==> src/rtl/rd73_weight_enum.sv <==
// Constant-weight word generator: streams every N-bit word of popcount k in
// ascending order over a valid/ready handshake (Gosper's successor per step).
module rd73_weight_enum #(
    parameter int N = 7,
    parameter int W = $clog2(N + 1)
) (
    input  logic         clk,
    input  logic         rst_n,
    input  logic         start,
    input  logic [W-1:0] weight,
    input  logic         abort,
    output logic         busy,
    output logic         err,
    output logic         out_valid,
    input  logic         out_ready,
    output logic [N-1:0] out_word,
    output logic [N-1:0] out_index,
    output logic         out_last,
    output logic         done
);

    typedef enum logic {IDLE, RUN} state_t;

    localparam logic [W:0] N_MAX = (W + 1)'(N);

    state_t       state, state_nx;
    logic [W-1:0] k, k_nx;
    logic [N-1:0] word_nx, index_nx, first, succ;
    logic         last_nx, err_nx, done_nx, bad_weight;
    logic [N:0]   x, c, r, succ_w;
    int           tz;

    // Highest word of weight kk: kk ones packed against the MSB.
    function automatic logic [N-1:0] last_mask(input logic [W-1:0] kk);
        logic [N:0] m;
        m = ((N + 1)'(1) << kk) - (N + 1)'(1);
        m = m << (N - int'(kk));
        return m[N-1:0];
    endfunction

    assign bad_weight = ({1'b0, weight} > N_MAX);
    assign first      = N'(((N + 1)'(1) << weight) - (N + 1)'(1));

    // Gosper successor at N+1 bits so the carry out of r survives the shift.
    assign x = {1'b0, out_word};
    assign c = x & (~x + (N + 1)'(1));
    assign r = x + c;

    always_comb begin
        tz = 0;
        for (int i = N; i >= 0; i--)
            if (c[i]) tz = i;
    end

    assign succ_w = r | (((r ^ x) >> 2) >> tz);
    assign succ   = succ_w[N-1:0];

    assign busy      = (state == RUN);
    assign out_valid = (state == RUN);

    always_comb begin
        state_nx = state;
        k_nx     = k;
        word_nx  = out_word;
        index_nx = out_index;
        last_nx  = out_last;
        err_nx   = 1'b0;
        done_nx  = 1'b0;
        case (state)
            IDLE: begin
                if (start && !abort) begin
                    if (bad_weight) begin
                        err_nx = 1'b1;
                    end else begin
                        state_nx = RUN;
                        k_nx     = weight;
                        word_nx  = first;
                        index_nx = '0;
                        last_nx  = (first == last_mask(weight));
                    end
                end
            end
            RUN: begin
                if (abort) begin
                    state_nx = IDLE;
                    last_nx  = 1'b0;
                end else if (out_ready) begin
                    if (out_last) begin
                        state_nx = IDLE;
                        done_nx  = 1'b1;
                    end else begin
                        word_nx  = succ;
                        index_nx = out_index + N'(1);
                        last_nx  = (succ == last_mask(k));
                    end
                end
            end
        endcase
    end

    always_ff @(posedge clk or negedge rst_n) begin
        if (!rst_n) state <= IDLE;
        else        state <= state_nx;
    end

    always_ff @(posedge clk or negedge rst_n) begin
        if (!rst_n) begin
            k         <= '0;
            out_word  <= '0;
            out_index <= '0;
            out_last  <= 1'b0;
            err       <= 1'b0;
            done      <= 1'b0;
        end else begin
            k         <= k_nx;
            out_word  <= word_nx;
            out_index <= index_nx;
            out_last  <= last_nx;
            err       <= err_nx;
            done      <= done_nx;
        end
    end

endmodule
==> config.mk <==
export PLATFORM = sky130hd
export DESIGN_NAME = rd73_weight_enum
export DESIGN_NICKNAME = d
export VERILOG_FILES = /design/src/rtl/rd73_weight_enum.sv
export SDC_FILE = /design/constraint.sdc
export NUM_CORES = 1
export LEC_CHECK = 0
export CAP_MARGIN = 40
export CORE_UTILIZATION = 55
export CTS_BUF_LIST = sky130_fd_sc_hd__clkbuf_2 sky130_fd_sc_hd__clkbuf_4 sky130_fd_sc_hd__clkbuf_8
export DETAILED_ROUTE_END_ITERATION = 10
export GPL_ROUTABILITY_DRIVEN = 0
export HOLD_SLACK_MARGIN = 0.1
export PLACE_DENSITY = 0.81
export SLEW_MARGIN = 20
export SYNTH_ARGS = -nofsm -noshare
export SYNTH_HDL_FRONTEND = slang
export SYNTH_SLANG_ARGS = --single-unit
export TNS_END_PERCENT = 10
==> constraint.sdc <==
create_clock -name clk -period 3.47 [get_ports clk]
set_clock_uncertainty 0.05 [all_clocks]
set_input_delay 0.694 -clock clk [delete_from_list [all_inputs] [get_ports clk]]
set_output_delay 0.694 -clock clk [all_outputs]
set_load 0.1 [all_outputs]
== Yosys cells after proc, flatten, opt, wreduce, memory -nomap -nowiden ==
Cells that the tools add are included.
Widths: inputs -> output; s select.

* Bits in registers: 20
* Bits of input ports: 8
* Output and inout bits: 19
* Word-level logic and storage cells: 67

* Add/subtract/negate cells: 7
* Equality and inequality tests: 7
* Shift operators: 5
* Mux-type cells: 32
* Bitwise gates (word level): 5
* Reductions and logical operators: 5

{| class="wikitable"
|+ Operator list
! cell !! count
|-
| $shl 8x32->7 || 2
|-
| $mux 7 || 8
|-
| $pmux 7 s2 || 2
|-
| $mux 3 || 8
|-
| $shl 1x3->8 const A || 2
|-
| $sub 8x2->8 const B || 2
|-
| $eq 7x7->1 || 2
|-
| $mux 1 || 12
|-
| $add 7x8->8 || 1
|-
| $add 8x1->8 const B || 1
|-
| $and 7x8->8 || 1
|-
| $ne 2x2->1 const B || 4
|-
| $not 7->8 || 1
|-
| $sub 3x3->4 const A || 2
|-
| $xor 8x7->8 || 1
|-
| $add 7x1->7 const B || 1
|-
| $or 7x7->7 || 1
|-
| $shr 6x3->7 || 1
|-
| $pmux 1 s2 || 2
|-
| $reduce_and 2->1 || 2
|-
| $reduce_and 4->1 || 1
|-
| $ne 3x3->1 const B || 1
|-
| $logic_and 1x1->1 || 1
|-
| $logic_not 1->1 || 1
|-
| $not 1->1 || 1
|}

== Logic depth before layout (Yosys ltp) ==
* Depth after elaboration: 18
* Depth in mapped cells: 11
* Mapped depth without buffers: 9

== Worst setup path before layout ==
Ideal clock, no wire load.

* Path type: register to register
* Start point: register out_word[3]
* End point: register out_last
* Setup time: 0.104 ns
* Arrival time: 2.627 ns
* Data required time: 3.316 ns
* Setup slack: 0.690 ns
* Cell stages (with the launch flop): 10
* Path buffers: 1
* Clock period less this slack: 2.780 ns
* Cells stage by stage: dfrtp_1 -> and2_1 -> buf_4 -> o211ai_1 -> a31oi_1 -> o21ai_1 -> a211o_1 -> a21oi_1 -> a211oi_1 -> o41ai_2

* Cells in the longest elaborated chain, start to end: 18
* Elaborated cells between the ends (all ways): 20
* Classes of those cells: 2 x add/sub; 1 x eq/ne; 1 x shift; 12 x mux; 4 x bitwise

{| class="wikitable"
|+ RTL lines
! element !! RTL line !! text
|-
| start, declared || 16 || <nowiki>output logic [N-1:0] out_word,</nowiki>
|-
| start signal, assigned || 116 || <nowiki>out_word <= word_nx;</nowiki>
|-
| $not 7->8 || 46 || <nowiki>assign c = x & (~x + (N + 1)'(1));</nowiki>
|-
| $add 8x1->8 || 46 ||
|-
| $and 7x8->8 || 46 ||
|-
| $mux 3 (8 in series) || 52 || <nowiki>if (c[i]) tz = i;</nowiki>
|-
| $shr 6x3->7 || 55 || <nowiki>assign succ_w = r | (((r ^ x) >> 2) >> tz);</nowiki>
|-
| $or 7x7->7 * || 55 ||
|-
| $eq 7x7->1 * || 94 || <nowiki>last_nx = (succ == last_mask(k));</nowiki>
|-
| $mux 1 * || 88 || <nowiki>if (out_last) begin</nowiki>
|-
| $mux 1 * || 87 || <nowiki>end else if (out_ready) begin</nowiki>
|-
| $mux 1 * || 84 || <nowiki>if (abort) begin</nowiki>
|-
| $pmux 1 s2 * || 69 || <nowiki>case (state)</nowiki>
|-
| end signal, assigned || 118 || <nowiki>out_last <= last_nx;</nowiki>
|-
| end, declared || 18 || <nowiki>output logic out_last,</nowiki>
|}

Mark *: on every way between the ends. The rest lies on a longest branch, timed or not. The select of a mux whose other input is x is not followed.
A chain may end at the register's enable or synchronous reset.

== Worst setup path in the final report ==
* Start point: input weight[1]
* End point: register out_last

* Cells in the longest elaborated chain, start to end: 6
* Elaborated cells between the ends (all ways): 7
* Classes of those cells: 2 x add/sub; 1 x eq/ne; 2 x shift; 2 x mux

{| class="wikitable"
|+ RTL lines
! element !! RTL line !! text
|-
| start, declared || 10 || <nowiki>input logic [W-1:0] weight,</nowiki>
|-
| $shl 1x3->8 || 36 || <nowiki>m = ((N + 1)'(1) << kk) - (N + 1)'(1);</nowiki>
|-
| $sub 8x2->8 || 36 ||
|-
| $shl 8x32->7 || 37 || <nowiki>m = m << (N - int'(kk));</nowiki>
|-
| $eq 7x7->1 * || 79 || <nowiki>last_nx = (first == last_mask(weight));</nowiki>
|-
| $mux 1 * || 71 || <nowiki>if (start && !abort) begin</nowiki>
|-
| $pmux 1 s2 * || 69 ||
|}

Marked as above.

==> metrics.csv <==
metric,value,unit
maxCapViolCount,0,
final-setup-viol-count,0,
drive_above_1_share,0.140,
num-fill-cells,276,
dp_cells,282,
grt_max_degree,20,
holdWs,0.539,ns
slowest_delay,0.54,ns
ys_top_cells_by_area,"dfrtp_1, a21oi_1, nor2_1",
async_reset_ff_frac,1.00,
cts_tree,yes,
setup-tns-final,0,ns
final-seq-area,500,um2
dieWidth,58.8,um
critPathMaxFanout,9,
final_util,0.656,
fp-row-count,20,
ir_drop,0.000586,V
hold_path_class,flop to flop,
dp_hpwl,3.07,mm
total_power,1290,uW
post_drt_wl_per_cell,14.2,um
synth_seq_area_share,0.282,
clock_latency,0.30,ns
dieArea,0.00346,mm2
synth_top_area_cell,dfrtp_1,
fin_cells,286,
first_pass_iters,4,
htree_levels,1,
cts_buffer_depth,2,
cts.sinks,20,
leakagePower,0.000829,uW
crit_slowest_cell,clkdlybuf4s50_1,
multi_input_area,0.00112,mm2
synth_fp_nets,243,
netlist.area_leader.share,0.282,
synth_most_common_cell,nor2_1,
cts_root_buffer,clkbuf_4,
slew_violations,0,
synth-edff-count,0,
tightestPinTransition,0.549,ns
cts_hold_buf,0,
grt_pass1_wl,6.89,mm
cts-resized-gates,0,
status,"finished, final reports clean",
cp.required,3.63,ns
portBuffers,25,
grt_remaining_overflow,0,
syn_to_final_growth,12.7,%
nets,255,
cp.arrival,3.06,ns
synth-seq-cells,20,
die_h,58.8,um
worstSetupStartpointType,primary input,
synth_area,0.00178,mm2
totalWireLength,4.07,mm
power_density,646,mW/mm2
coreArea,0.00305,mm2
antenna_found_initial,0,
endpoint_kind,flop,
path_clk_slew,0.11,ns
n_antenna_cell,0,
cp_top_family,compound AO/OA/AOI/OAI gates,
syn_inst,232,
route.vias.total,1685,
fin_crit,2.90,ns
drt_iter0_markers,85,
cts_setup_buffers,0,
yosys_warnings,0,
yosys_most_used_dff,dfrtp_1,
max_freq,0.344,GHz
via_per_inst,5.89,
syn_avg_cell_area,7.66,um2
hold_viol,0,
cts_inserted_buffers,3,
fin_crit_sh,0.837,
yosysUniqueCellTypes,53,
grt_pass1_vias,1513,
globalRouteTotalUtil,0.263,
crit_chain,"clkdlybuf4s50_1, or3_1, ha_1, o311a_1, a211oi_1, nand4_1, o41ai_2",
slew_headroom,0.631,
ys_top_cells_by_count,"nor2_1, a21oi_1, nand2_1",
io_pins,27,
ant_nets,0,
rsz0062_at_grt,no,
drc,0,
initial_utilization,0.582,
path_class,primary input to flop,
cp_num_buf_inv,1,
## final cells by class
type                       count  area share
clock buffer                   3      0.0113
inverter                       9      0.0169
multi-input combinational    180       0.559
sequential                    20       0.250
tap                           44      0.0275
timing repair buffer          30       0.135
## metal layers
layer,GRT usage,vias up,wire length [um]
met1,0.355,780,1840
met2,0.437,47,1990
met3,0.0154,9,139
met4,0.116,0,92
met5,0,-,0
li1,-,849,-
## cells in the final DEF (no fill, tap or decap), types with 3 or more instances in the layout
cell             instances
clkbuf_4                 3
clkdlybuf4s50_1          9
xnor2_1                  3
inv_1                    9
a31oi_1                  4
nor2_1                  25
o21ai_0                 17
nand2b_1                 4
xor2_1                   9
nor3b_1                  3
a21oi_1                 21
buf_4                   18
mux2_2                   3
nand4_1                  5
nor2b_1                  3
a211o_1                  3
a211oi_1                 7
buf_8                    3
nand2_1                 21
ha_1                     3
dfrtp_1                 20
o211ai_1                 3
nor3_1                   5
nand3_1                  9
## report_power, final
part | total, uW | internal [uW] | switching [uW]
registers | 398 | 270 | 129
logic | 787 | 245 | 542
clock network | 108 | 40.5 | 67.8
## registers in the layout, summed over array words and instances (netlist names)
| signal | count |
|---|---|
| done | 1 |
| out_word | 7 |
| busy | 1 |
| out_last | 1 |
| k | 3 |
| out_index | 7 |
## through the flow
stage	instance area (um2)	worst slack, ns
global placement	1930	0.367
finish	2000	0.565
global route	2000	0.491
floorplan	1780	0.690
CTS	1990	0.596
detailed placement	1970	0.298
## cell families (layout without fill, tap and decap cells)
kind of cell    Yosys count  in the layout  share of synthesized area
simple gates             87             87                      0.243
compound gates           72             72                      0.275
buf+inv                  32             42                     0.0880
flops                    20             20                      0.282
xor+xnor                 12             12                     0.0592
mux                       5              5                     0.0303
fa+ha+maj                 3              3                     0.0211
other cells               1              1                    0.00211
## worst min-delay path: cells and delay by family, from the launching register on
family	cells	cell delay, ns
flip-flops	1	0.39
AND/OR/NAND/NOR	1	0.08
XOR/XNOR	1	0.08
## path summary, 6_finish.rpt
check / cells after the start / slack, ns / end / start
max in group asynchronous: 2 / 2.31 / out_index[0] / rst_n
max reg2reg: 8 / 0.79 / out_last / out_word[3]
min reg2reg: 2 / 0.54 / out_index[6] / out_index[6]
max: 7 / 0.57 / out_last / weight[1]
min: 2 / 0.54 / out_index[6] / out_index[6]
min in group asynchronous: 1 / 0.63 / k[1] / rst_n
Power figures use the tool's default switching activity.
